File: src/rtl/coverfloat_vector_packer_pkg.sv
// Shared cover-vector definitions: record layout, field offsets and the record sanity check.
// Receivers unpack beats with the same cover_vec_t.
package coverfloat_vector_packer_pkg;

    localparam int unsigned COVER_VECTOR_WIDTH = 804;

    // Field LSB positions inside the 804-bit record (bit 803 is the MSB of op).
    localparam int unsigned CV_PAD_LSB     = 0;
    localparam int unsigned CV_FLAGS_LSB   = 3;
    localparam int unsigned CV_INT_M_LSB   = 11;
    localparam int unsigned CV_INT_X_LSB   = 203;
    localparam int unsigned CV_INT_S_LSB   = 235;
    localparam int unsigned CV_RES_FMT_LSB = 236;
    localparam int unsigned CV_RES_LSB     = 244;
    localparam int unsigned CV_OP_FMT_LSB  = 372;
    localparam int unsigned CV_C_LSB       = 380;
    localparam int unsigned CV_B_LSB       = 508;
    localparam int unsigned CV_A_LSB       = 636;
    localparam int unsigned CV_RM_LSB      = 764;
    localparam int unsigned CV_OP_LSB      = 772;

    localparam logic [7:0] ROUND_NEAR_EVEN   = 8'd0;
    localparam logic [7:0] ROUND_MIN_MAG     = 8'd1;
    localparam logic [7:0] ROUND_MIN         = 8'd2;
    localparam logic [7:0] ROUND_MAX         = 8'd3;
    localparam logic [7:0] ROUND_NEAR_MAXMAG = 8'd4;

    typedef enum logic [0:0] {
        StIdle,
        StSend
    } packer_state_e;

    typedef struct packed {
        logic [31:0]  op;
        logic [7:0]   rm;
        logic [127:0] a;
        logic [127:0] b;
        logic [127:0] c;
        logic [7:0]   op_fmt;
        logic [127:0] res;
        logic [7:0]   res_fmt;
        logic         int_s;
        logic [31:0]  int_x;
        logic [191:0] int_m;
        logic [7:0]   flags;
        logic [2:0]   pad;
    } cover_vec_t;

    function automatic logic is_valid_record(input logic [31:0] op, input logic [7:0] rm);
        return (op[31:4] != 28'd0) && (rm <= ROUND_NEAR_MAXMAG);
    endfunction

endpackage

File: src/rtl/coverfloat_vector_packer_if.sv
// Record-in / beat-out bus of the cover-vector packer, plus its statistics counters.
// master = record producer and beat sink side; slave = the packer.
interface coverfloat_vector_packer_if #(
    parameter int unsigned WORD_W = 32,
    parameter int unsigned CNT_W  = 32
) ();
    logic              in_valid;
    logic              in_ready;
    logic [31:0]       in_op;
    logic [7:0]        in_rm;
    logic [127:0]      in_a;
    logic [127:0]      in_b;
    logic [127:0]      in_c;
    logic [7:0]        in_op_fmt;
    logic [127:0]      in_res;
    logic [7:0]        in_res_fmt;
    logic              in_int_s;
    logic [31:0]       in_int_x;
    logic [191:0]      in_int_m;
    logic [7:0]        in_flags;
    logic              out_valid;
    logic              out_ready;
    logic [WORD_W-1:0] out_data;
    logic              out_last;
    logic [CNT_W-1:0]  rec_count;
    logic [CNT_W-1:0]  drop_count;

    modport master (
        output in_valid, in_op, in_rm, in_a, in_b, in_c, in_op_fmt, in_res, in_res_fmt,
               in_int_s, in_int_x, in_int_m, in_flags, out_ready,
        input  in_ready, out_valid, out_data, out_last, rec_count, drop_count
    );

    modport slave (
        input  in_valid, in_op, in_rm, in_a, in_b, in_c, in_op_fmt, in_res, in_res_fmt,
               in_int_s, in_int_x, in_int_m, in_flags, out_ready,
        output in_ready, out_valid, out_data, out_last, rec_count, drop_count
    );
endinterface

File: src/rtl/coverfloat_word_serializer.sv
// Generic frame shifter: emits a loaded frame MSB-word-first as NWORDS valid/ready beats.
// A load takes priority over a shift, so a new frame can replace the one finishing this cycle.
module coverfloat_word_serializer #(
    parameter int unsigned WORD_W = 32,
    parameter int unsigned NWORDS = 26
) (
    input  logic                     clk,
    input  logic                     reset,
    input  logic                     i_load,
    input  logic [WORD_W*NWORDS-1:0] i_frame,
    input  logic                     i_ready,
    output logic                     o_valid,
    output logic [WORD_W-1:0]        o_data,
    output logic                     o_last,
    output logic                     o_done
);
    localparam int unsigned FRAME_W = WORD_W * NWORDS;
    localparam int unsigned IDX_W   = (NWORDS > 1) ? $clog2(NWORDS) : 1;

    logic [FRAME_W-1:0] r_frame;
    logic [IDX_W-1:0]   r_idx;
    logic               r_valid;
    logic               w_fire;
    logic               w_last;

    assign w_last = r_valid && (r_idx == IDX_W'(NWORDS - 1));
    assign w_fire = r_valid && i_ready;

    always_ff @(posedge clk) begin
        if (reset) begin
            r_frame <= '0;
            r_idx   <= '0;
            r_valid <= 1'b0;
        end else if (i_load) begin
            r_frame <= i_frame;
            r_idx   <= '0;
            r_valid <= 1'b1;
        end else if (w_fire) begin
            r_frame <= r_frame << WORD_W;
            if (w_last) begin
                r_idx   <= '0;
                r_valid <= 1'b0;
            end else begin
                r_idx <= r_idx + IDX_W'(1);
            end
        end
    end

    assign o_valid = r_valid;
    assign o_data  = r_valid ? r_frame[FRAME_W-1 -: WORD_W] : '0;
    assign o_last  = w_last;
    assign o_done  = w_fire && w_last;
endmodule

File: src/rtl/coverfloat_vector_packer.sv
// Packs one retired FP operation into an 804-bit cover vector and streams it as WORD_W beats.
// Records failing the op/rounding-mode sanity check are dropped and counted instead.
module coverfloat_vector_packer
    import coverfloat_vector_packer_pkg::*;
#(
    parameter int unsigned WORD_W = 32,
    parameter int unsigned CNT_W  = 32
) (
    input logic                        clk,
    input logic                        reset,
    coverfloat_vector_packer_if.slave  bus
);
    localparam int unsigned NWORDS  = (COVER_VECTOR_WIDTH + WORD_W - 1) / WORD_W;
    localparam int unsigned FRAME_W = NWORDS * WORD_W;

    packer_state_e      r_state;
    packer_state_e      w_state_d;
    cover_vec_t         w_rec;
    logic [FRAME_W-1:0] w_frame;
    logic               w_ok;
    logic               w_in_ready;
    logic               w_load;
    logic               w_drop;
    logic               w_ser_last;
    logic               w_ser_done;
    logic [CNT_W-1:0]   r_rec_count;
    logic [CNT_W-1:0]   r_drop_count;

    always_comb begin
        w_rec         = '0;
        w_rec.op      = bus.in_op;
        w_rec.rm      = bus.in_rm;
        w_rec.a       = bus.in_a;
        w_rec.b       = bus.in_b;
        w_rec.c       = bus.in_c;
        w_rec.op_fmt  = bus.in_op_fmt;
        w_rec.res     = bus.in_res;
        w_rec.res_fmt = bus.in_res_fmt;
        w_rec.int_s   = bus.in_int_s;
        w_rec.int_x   = bus.in_int_x;
        w_rec.int_m   = bus.in_int_m;
        w_rec.flags   = bus.in_flags;
        // Left-align the record in the frame; the low pad stays zero.
        w_frame                                = '0;
        w_frame[FRAME_W-1 -: COVER_VECTOR_WIDTH] = w_rec;
    end

    assign w_ok = is_valid_record(bus.in_op, bus.in_rm);

    always_ff @(posedge clk) begin
        if (reset) begin
            r_state <= StIdle;
        end else begin
            r_state <= w_state_d;
        end
    end

    always_comb begin
        w_state_d  = r_state;
        w_in_ready = 1'b0;
        unique case (r_state)
            StIdle: begin
                w_in_ready = 1'b1;
                if (bus.in_valid && w_ok) begin
                    w_state_d = StSend;
                end
            end
            StSend: begin
                // Only open for a new record while the final beat is being taken.
                w_in_ready = w_ser_last && bus.out_ready;
                if (w_in_ready) begin
                    w_state_d = (bus.in_valid && w_ok) ? StSend : StIdle;
                end
            end
            default: w_state_d = StIdle;
        endcase
    end

    assign w_load = bus.in_valid && w_in_ready && w_ok;
    assign w_drop = bus.in_valid && w_in_ready && !w_ok;

    coverfloat_word_serializer #(
        .WORD_W (WORD_W),
        .NWORDS (NWORDS)
    ) u_serializer (
        .clk     (clk),
        .reset   (reset),
        .i_load  (w_load),
        .i_frame (w_frame),
        .i_ready (bus.out_ready),
        .o_valid (bus.out_valid),
        .o_data  (bus.out_data),
        .o_last  (w_ser_last),
        .o_done  (w_ser_done)
    );

    always_ff @(posedge clk) begin
        if (reset) begin
            r_rec_count  <= '0;
            r_drop_count <= '0;
        end else begin
            if (w_ser_done && (r_rec_count != '1)) begin
                r_rec_count <= r_rec_count + CNT_W'(1);
            end
            if (w_drop && (r_drop_count != '1)) begin
                r_drop_count <= r_drop_count + CNT_W'(1);
            end
        end
    end

    assign bus.in_ready   = w_in_ready;
    assign bus.out_last   = w_ser_last;
    assign bus.rec_count  = r_rec_count;
    assign bus.drop_count = r_drop_count;
endmodule

File: src/flat_wrapper.sv
// flat-port wrapper written by rule: the top's interface ports become plain ports
module coverfloat_vector_packer_flat import coverfloat_vector_packer_pkg::*;
#(
    parameter int unsigned WORD_W = 32,
    parameter int unsigned CNT_W  = 32
)
  (clk, reset, bus_in_valid, bus_in_op, bus_in_rm, bus_in_a, bus_in_b, bus_in_c, bus_in_op_fmt, bus_in_res, bus_in_res_fmt, bus_in_int_s, bus_in_int_x, bus_in_int_m, bus_in_flags, bus_out_ready, bus_in_ready, bus_out_valid, bus_out_data, bus_out_last, bus_rec_count, bus_drop_count);
  coverfloat_vector_packer_if #(.WORD_W(WORD_W), .CNT_W(CNT_W)) bus_i ();
  input logic clk;
  input logic reset;
  input wire logic [$bits(bus_i.in_valid)-1:0] bus_in_valid;
  input wire logic [$bits(bus_i.in_op)-1:0] bus_in_op;
  input wire logic [$bits(bus_i.in_rm)-1:0] bus_in_rm;
  input wire logic [$bits(bus_i.in_a)-1:0] bus_in_a;
  input wire logic [$bits(bus_i.in_b)-1:0] bus_in_b;
  input wire logic [$bits(bus_i.in_c)-1:0] bus_in_c;
  input wire logic [$bits(bus_i.in_op_fmt)-1:0] bus_in_op_fmt;
  input wire logic [$bits(bus_i.in_res)-1:0] bus_in_res;
  input wire logic [$bits(bus_i.in_res_fmt)-1:0] bus_in_res_fmt;
  input wire logic [$bits(bus_i.in_int_s)-1:0] bus_in_int_s;
  input wire logic [$bits(bus_i.in_int_x)-1:0] bus_in_int_x;
  input wire logic [$bits(bus_i.in_int_m)-1:0] bus_in_int_m;
  input wire logic [$bits(bus_i.in_flags)-1:0] bus_in_flags;
  input wire logic [$bits(bus_i.out_ready)-1:0] bus_out_ready;
  output wire logic [$bits(bus_i.in_ready)-1:0] bus_in_ready;
  output wire logic [$bits(bus_i.out_valid)-1:0] bus_out_valid;
  output wire logic [$bits(bus_i.out_data)-1:0] bus_out_data;
  output wire logic [$bits(bus_i.out_last)-1:0] bus_out_last;
  output wire logic [$bits(bus_i.rec_count)-1:0] bus_rec_count;
  output wire logic [$bits(bus_i.drop_count)-1:0] bus_drop_count;
  assign bus_i.in_valid = bus_in_valid;
  assign bus_i.in_op = bus_in_op;
  assign bus_i.in_rm = bus_in_rm;
  assign bus_i.in_a = bus_in_a;
  assign bus_i.in_b = bus_in_b;
  assign bus_i.in_c = bus_in_c;
  assign bus_i.in_op_fmt = bus_in_op_fmt;
  assign bus_i.in_res = bus_in_res;
  assign bus_i.in_res_fmt = bus_in_res_fmt;
  assign bus_i.in_int_s = bus_in_int_s;
  assign bus_i.in_int_x = bus_in_int_x;
  assign bus_i.in_int_m = bus_in_int_m;
  assign bus_i.in_flags = bus_in_flags;
  assign bus_i.out_ready = bus_out_ready;
  assign bus_in_ready = bus_i.in_ready;
  assign bus_out_valid = bus_i.out_valid;
  assign bus_out_data = bus_i.out_data;
  assign bus_out_last = bus_i.out_last;
  assign bus_rec_count = bus_i.rec_count;
  assign bus_drop_count = bus_i.drop_count;
  coverfloat_vector_packer #(.WORD_W(WORD_W), .CNT_W(CNT_W)) u_core (.clk(clk), .reset(reset), .bus(bus_i));
endmodule
File: config.mk
export PLATFORM = sky130hd
export DESIGN_NAME = coverfloat_vector_packer_flat
export DESIGN_NICKNAME = d
export VERILOG_FILES = /design/src/rtl/coverfloat_vector_packer_pkg.sv /design/src/rtl/coverfloat_vector_packer_if.sv /design/src/rtl/coverfloat_word_serializer.sv /design/src/rtl/coverfloat_vector_packer.sv /design/src/flat_wrapper.sv
export SDC_FILE = /design/constraint.sdc
export NUM_CORES = 2
export LEC_CHECK = 0
export CAP_MARGIN = 10
export CORE_AREA = 2 2 349 351
export DETAILED_ROUTE_END_ITERATION = 8
export DIE_AREA = 0 0 351 353
export GPL_TIMING_DRIVEN = 1
export PLACE_DENSITY_LB_ADDON = 0.2
export SLEW_MARGIN = 20
export SYNTH_ARGS = -nofsm -noshare
export SYNTH_HDL_FRONTEND = slang
export SYNTH_SLANG_ARGS = --single-unit
File: constraint.sdc
create_clock -name clk -period 2.1 [get_ports clk]
set_input_delay 0.21 -clock clk [delete_from_list [all_inputs] [get_ports clk]]
set_output_delay 0.21 -clock clk [all_outputs]
set_load 0.01 [all_outputs]
==> results.cfg <==
[cts]
clock-sinks = 872
clock_latency_ps = 680
clockBufferDepth = 3
tritoncts = yes
cts_max_level = 3
root_buffer = clkbuf_16
cts_inserted_buffers = 100
clkTransAtPathRegs_ps = 60

[floorplanning]
start_util_pct = 33.8
die_h_um = 353
dieArea_um2 = 124000
io-pin-count = 904
dieWidth_um = 351
coreArea_um2 = 121000
placementRows = 128

[worst_setup_path]
crit_top_cell = clkbuf_16
critical_path_buf_inv_count = 5
worstPathRequired_ps = 2680
cp_slowest_cell = or2_4
ff2ff_setup_slack_ps = -200
cpPeakStageDelay_ps = 330
worst-endpoint-arrival_ps = 2880
path_cells = and4b_1 -> and3_4 -> o21ai_4 -> or2_4 -> buf_12 -> buf_8 -> clkbuf_16 -> clkbuf_16 -> buf_4 -> a311oi_2
critPathKind = reg2reg
cp_max_fo = 7
path_delay_family = simple AND/OR/NAND/NOR gates
worstSetupStartpointType = flop
endpoint_kind = flop

[detailed_routing]
drc_errors = 0
routedWlPerCell_um = 22.1
viasPerCell = 5.23
drtAntennaViolNets = 0
drt_iter0_markers = 2613
firstDrtPassIters = 5
dr.max_layer_used = met5
vias = 40400
wl_met3_mm = 10.1
routed_wl_mm = 170
wl_met1_mm = 68.0
met2_length_mm = 84.5

[global_route]
grt_use_total_pct = 25.6
grt_max_degree = 71
antenna_found_initial = 76
grt-ovfl-total = 0
first_global_vias = 39900
grt_pass1_wl_mm = 245

[final_layout]
drive_gt1_share_pct = 26.6
fin_nets = 6788
fin_util_pct = 52.1
area_delta_synth_final_pct = 54.1
stdcell_count = 7727
n_fill_cell = 11100

[power_and_ir_drop]
leakagePower_nw = 21.2
finalPower_w = 0.0383
power.density_nw_per_um2 = 609
ir_worst_vdd_uv = 702

[place]
place_inst = 7346
place.gp.congestion = 0.878
dpl.hpwl_mm = 121
io_buffers = 903

[logic_synthesis]
yosysWarningCount = 0
synth.distinct_cells = 41
synth.avg_cell_area_um2 = 8.35
synth_nets = 5691
netlist_instances = 4882
dominantRegCellSynth = dfxtp_1
synth_area_um2 = 40800
async_flop_share_pct = 0
synth_seq_area_share_pct = 42.8
ys_ff_latch = 872
synth_edf_count = 0

[sta]
min_period_over_period_pct = 110
setup_slack_ps = -201
drv_slew = 0
min_period_ps = 2300
setup_viol = 577
slew_headroom_pct = 62.5
finClkSkew_ps = 27.0
finalSetupTns_ps = -36380
hold_viol = 0
holdWs_ps = 32.9
worst_pin_slew_ps = 563
rsz0062_at_grt = yes
max_freq_mhz = 435

[status]
violations = negative setup slack
outcome = finished, violations left

[min_path]
hp-class = in2reg

[job]
maxCapViolations = 0
## logic make-up (layout without fill, tap and decap cells)
family / Yosys count / count (layout) / share of synthesized area [%]
AO/OA/AOI/OAI: 869 / 869 / 25.1
XOR/XNOR: 31 / 31 / 0.666
other: 0 / 39 / 0
AND/OR/NAND/NOR: 2627 / 2627 / 25.4
buffers and inverters: 473 / 1654 / 5.77
adder cells (fa/ha/maj): 4 / 4 / 0.123
multiplexers: 6 / 6 / 0.160
flip-flops: 872 / 872 / 42.8
## cells in the final DEF, fill, tap and decap left out, types with 15 or more instances in the layout
cell type,n
nor2_1,560
buf_12,128
nand4_1,17
buf_4,256
buf_16,44
a311oi_1,182
and2_1,31
nor2_4,102
buf_6,63
o21ai_0,23
nor2_2,146
clkinv_2,16
dlygate4sd2_1,32
a21oi_1,63
nand2_1,1599
xnor2_1,18
or3_1,20
dfxtp_1,862
clkbuf_16,141
nand3_1,61
a311oi_2,582
clkbuf_1,26
clkdlybuf4s50_1,854
diode_2,39
buf_8,29
clkbuf_8,28
nor3_1,15
## cells in the mapped netlist (3+ instances only)
cell type	instances	area share [%]
nand4_1	17	0.26
buf_6	48	1.3
a311oi_2	478	18
xnor2_1	18	0.39
or3_1	25	0.38
dfxtp_1	872	43
clkbuf_1	299	2.8
o31ai_1	7	0.13
buf_4	34	0.63
a311oi_1	286	6.1
or4_1	10	0.18
inv_1	7	0.064
nor2_1	808	7.4
nor3_1	21	0.26
and2_1	35	0.54
o21ai_0	23	0.28
a21oi_1	71	0.87
xor2_1	13	0.28
nand2_1	1601	15
buf_1	13	0.12
and4_1	8	0.17
nor4_1	13	0.20
nor4b_1	3	0.064
ha_1	4	0.12
buf_2	72	0.88
and3_1	9	0.14
or2_2	3	0.046
mux2_2	3	0.083
nand3_1	61	0.75
nor2b_1	6	0.092
## final timing paths
path | end | startpoint | cells past startpoint
worst min register to register | u_core.u_serializer.r_frame[798] | u_core.u_serializer.r_frame[766] | 2
worst max-delay path | u_core.u_serializer.r_frame[375] | u_core.u_serializer.r_idx[2] | 10
worst max register to register | u_core.u_serializer.r_frame[375] | u_core.u_serializer.r_idx[2] | 10
worst min-delay path | u_core.u_serializer.r_frame[812] | bus_in_op[12] | 4
## layout make-up
| class | instances | area, µm² | share of cell area, % |
|---|---|---|---|
| Tap cell | 1625 | 2030 | 3.23 |
| Clock inverter | 28 | 332 | 0.527 |
| Antenna cell | 39 | 97.6 | 0.155 |
| Timing Repair Buffer | 1461 | 16800 | 26.8 |
| Clock buffer | 158 | 3090 | 4.91 |
| Inverter | 7 | 26.3 | 0.0418 |
| Sequential cell | 872 | 17500 | 27.8 |
| Multi-Input combinational cell | 3537 | 23000 | 36.6 |
## state kept, by name, indices dropped and copies added, names as in the netlist
signal	cells
u_core.u_serializer.r_frame	801
u_core.bus.drop_count	32
u_core.bus.rec_count	32
u_core.u_serializer.r_idx	5
u_core.r_state	1
u_core.u_serializer.o_valid	1
## worst min-delay path, stage by stage
cell            delay (ps)
dlymetal6s2s_1         140
buf_4                  130
nor2_1                 120
a311oi_2                60
## per-stage QoR
stage,setup slack [ps],cell area (µm²)
6_report,-201,62900
5_1_grt,-251,62800
4_1_cts,-223,60000
3_5_place_dp,-993,53900
3_3_place_gp,-1020,53900
2_1_floorplan,4.42,40800
## routing by layer
layer / GRT usage [%] / up-vias
met4: 11.7 / 68
met2: 43.8 / 1144
met5: 0 / -
met1: 30.5 / 19500
met3: 5.51 / 359
li1: - / 19300
## power by group
| part | internal (W) | switching, W | total (W) | leakage [nW] |
|---|---|---|---|---|
| Sequential | 0.0167 | 0.0000911 | 0.0168 | 7.04 |
| Combinational | 0.00184 | 0.00130 | 0.00314 | 12.4 |
| Clock | 0.0108 | 0.00752 | 0.0183 | 1.70 |
## timing repair
item / in CTS / in global routing
hold buffers: 1 / 0
resized for setup: 380 / 397
endpoints found under the setup margin: 865 / 842
hold endpoints to repair: 11 / 0
setup buffers: 42 / 38
pin swaps: 47 / 166
gates cloned: 40 / 48
Power figures use the tool's default switching activity.
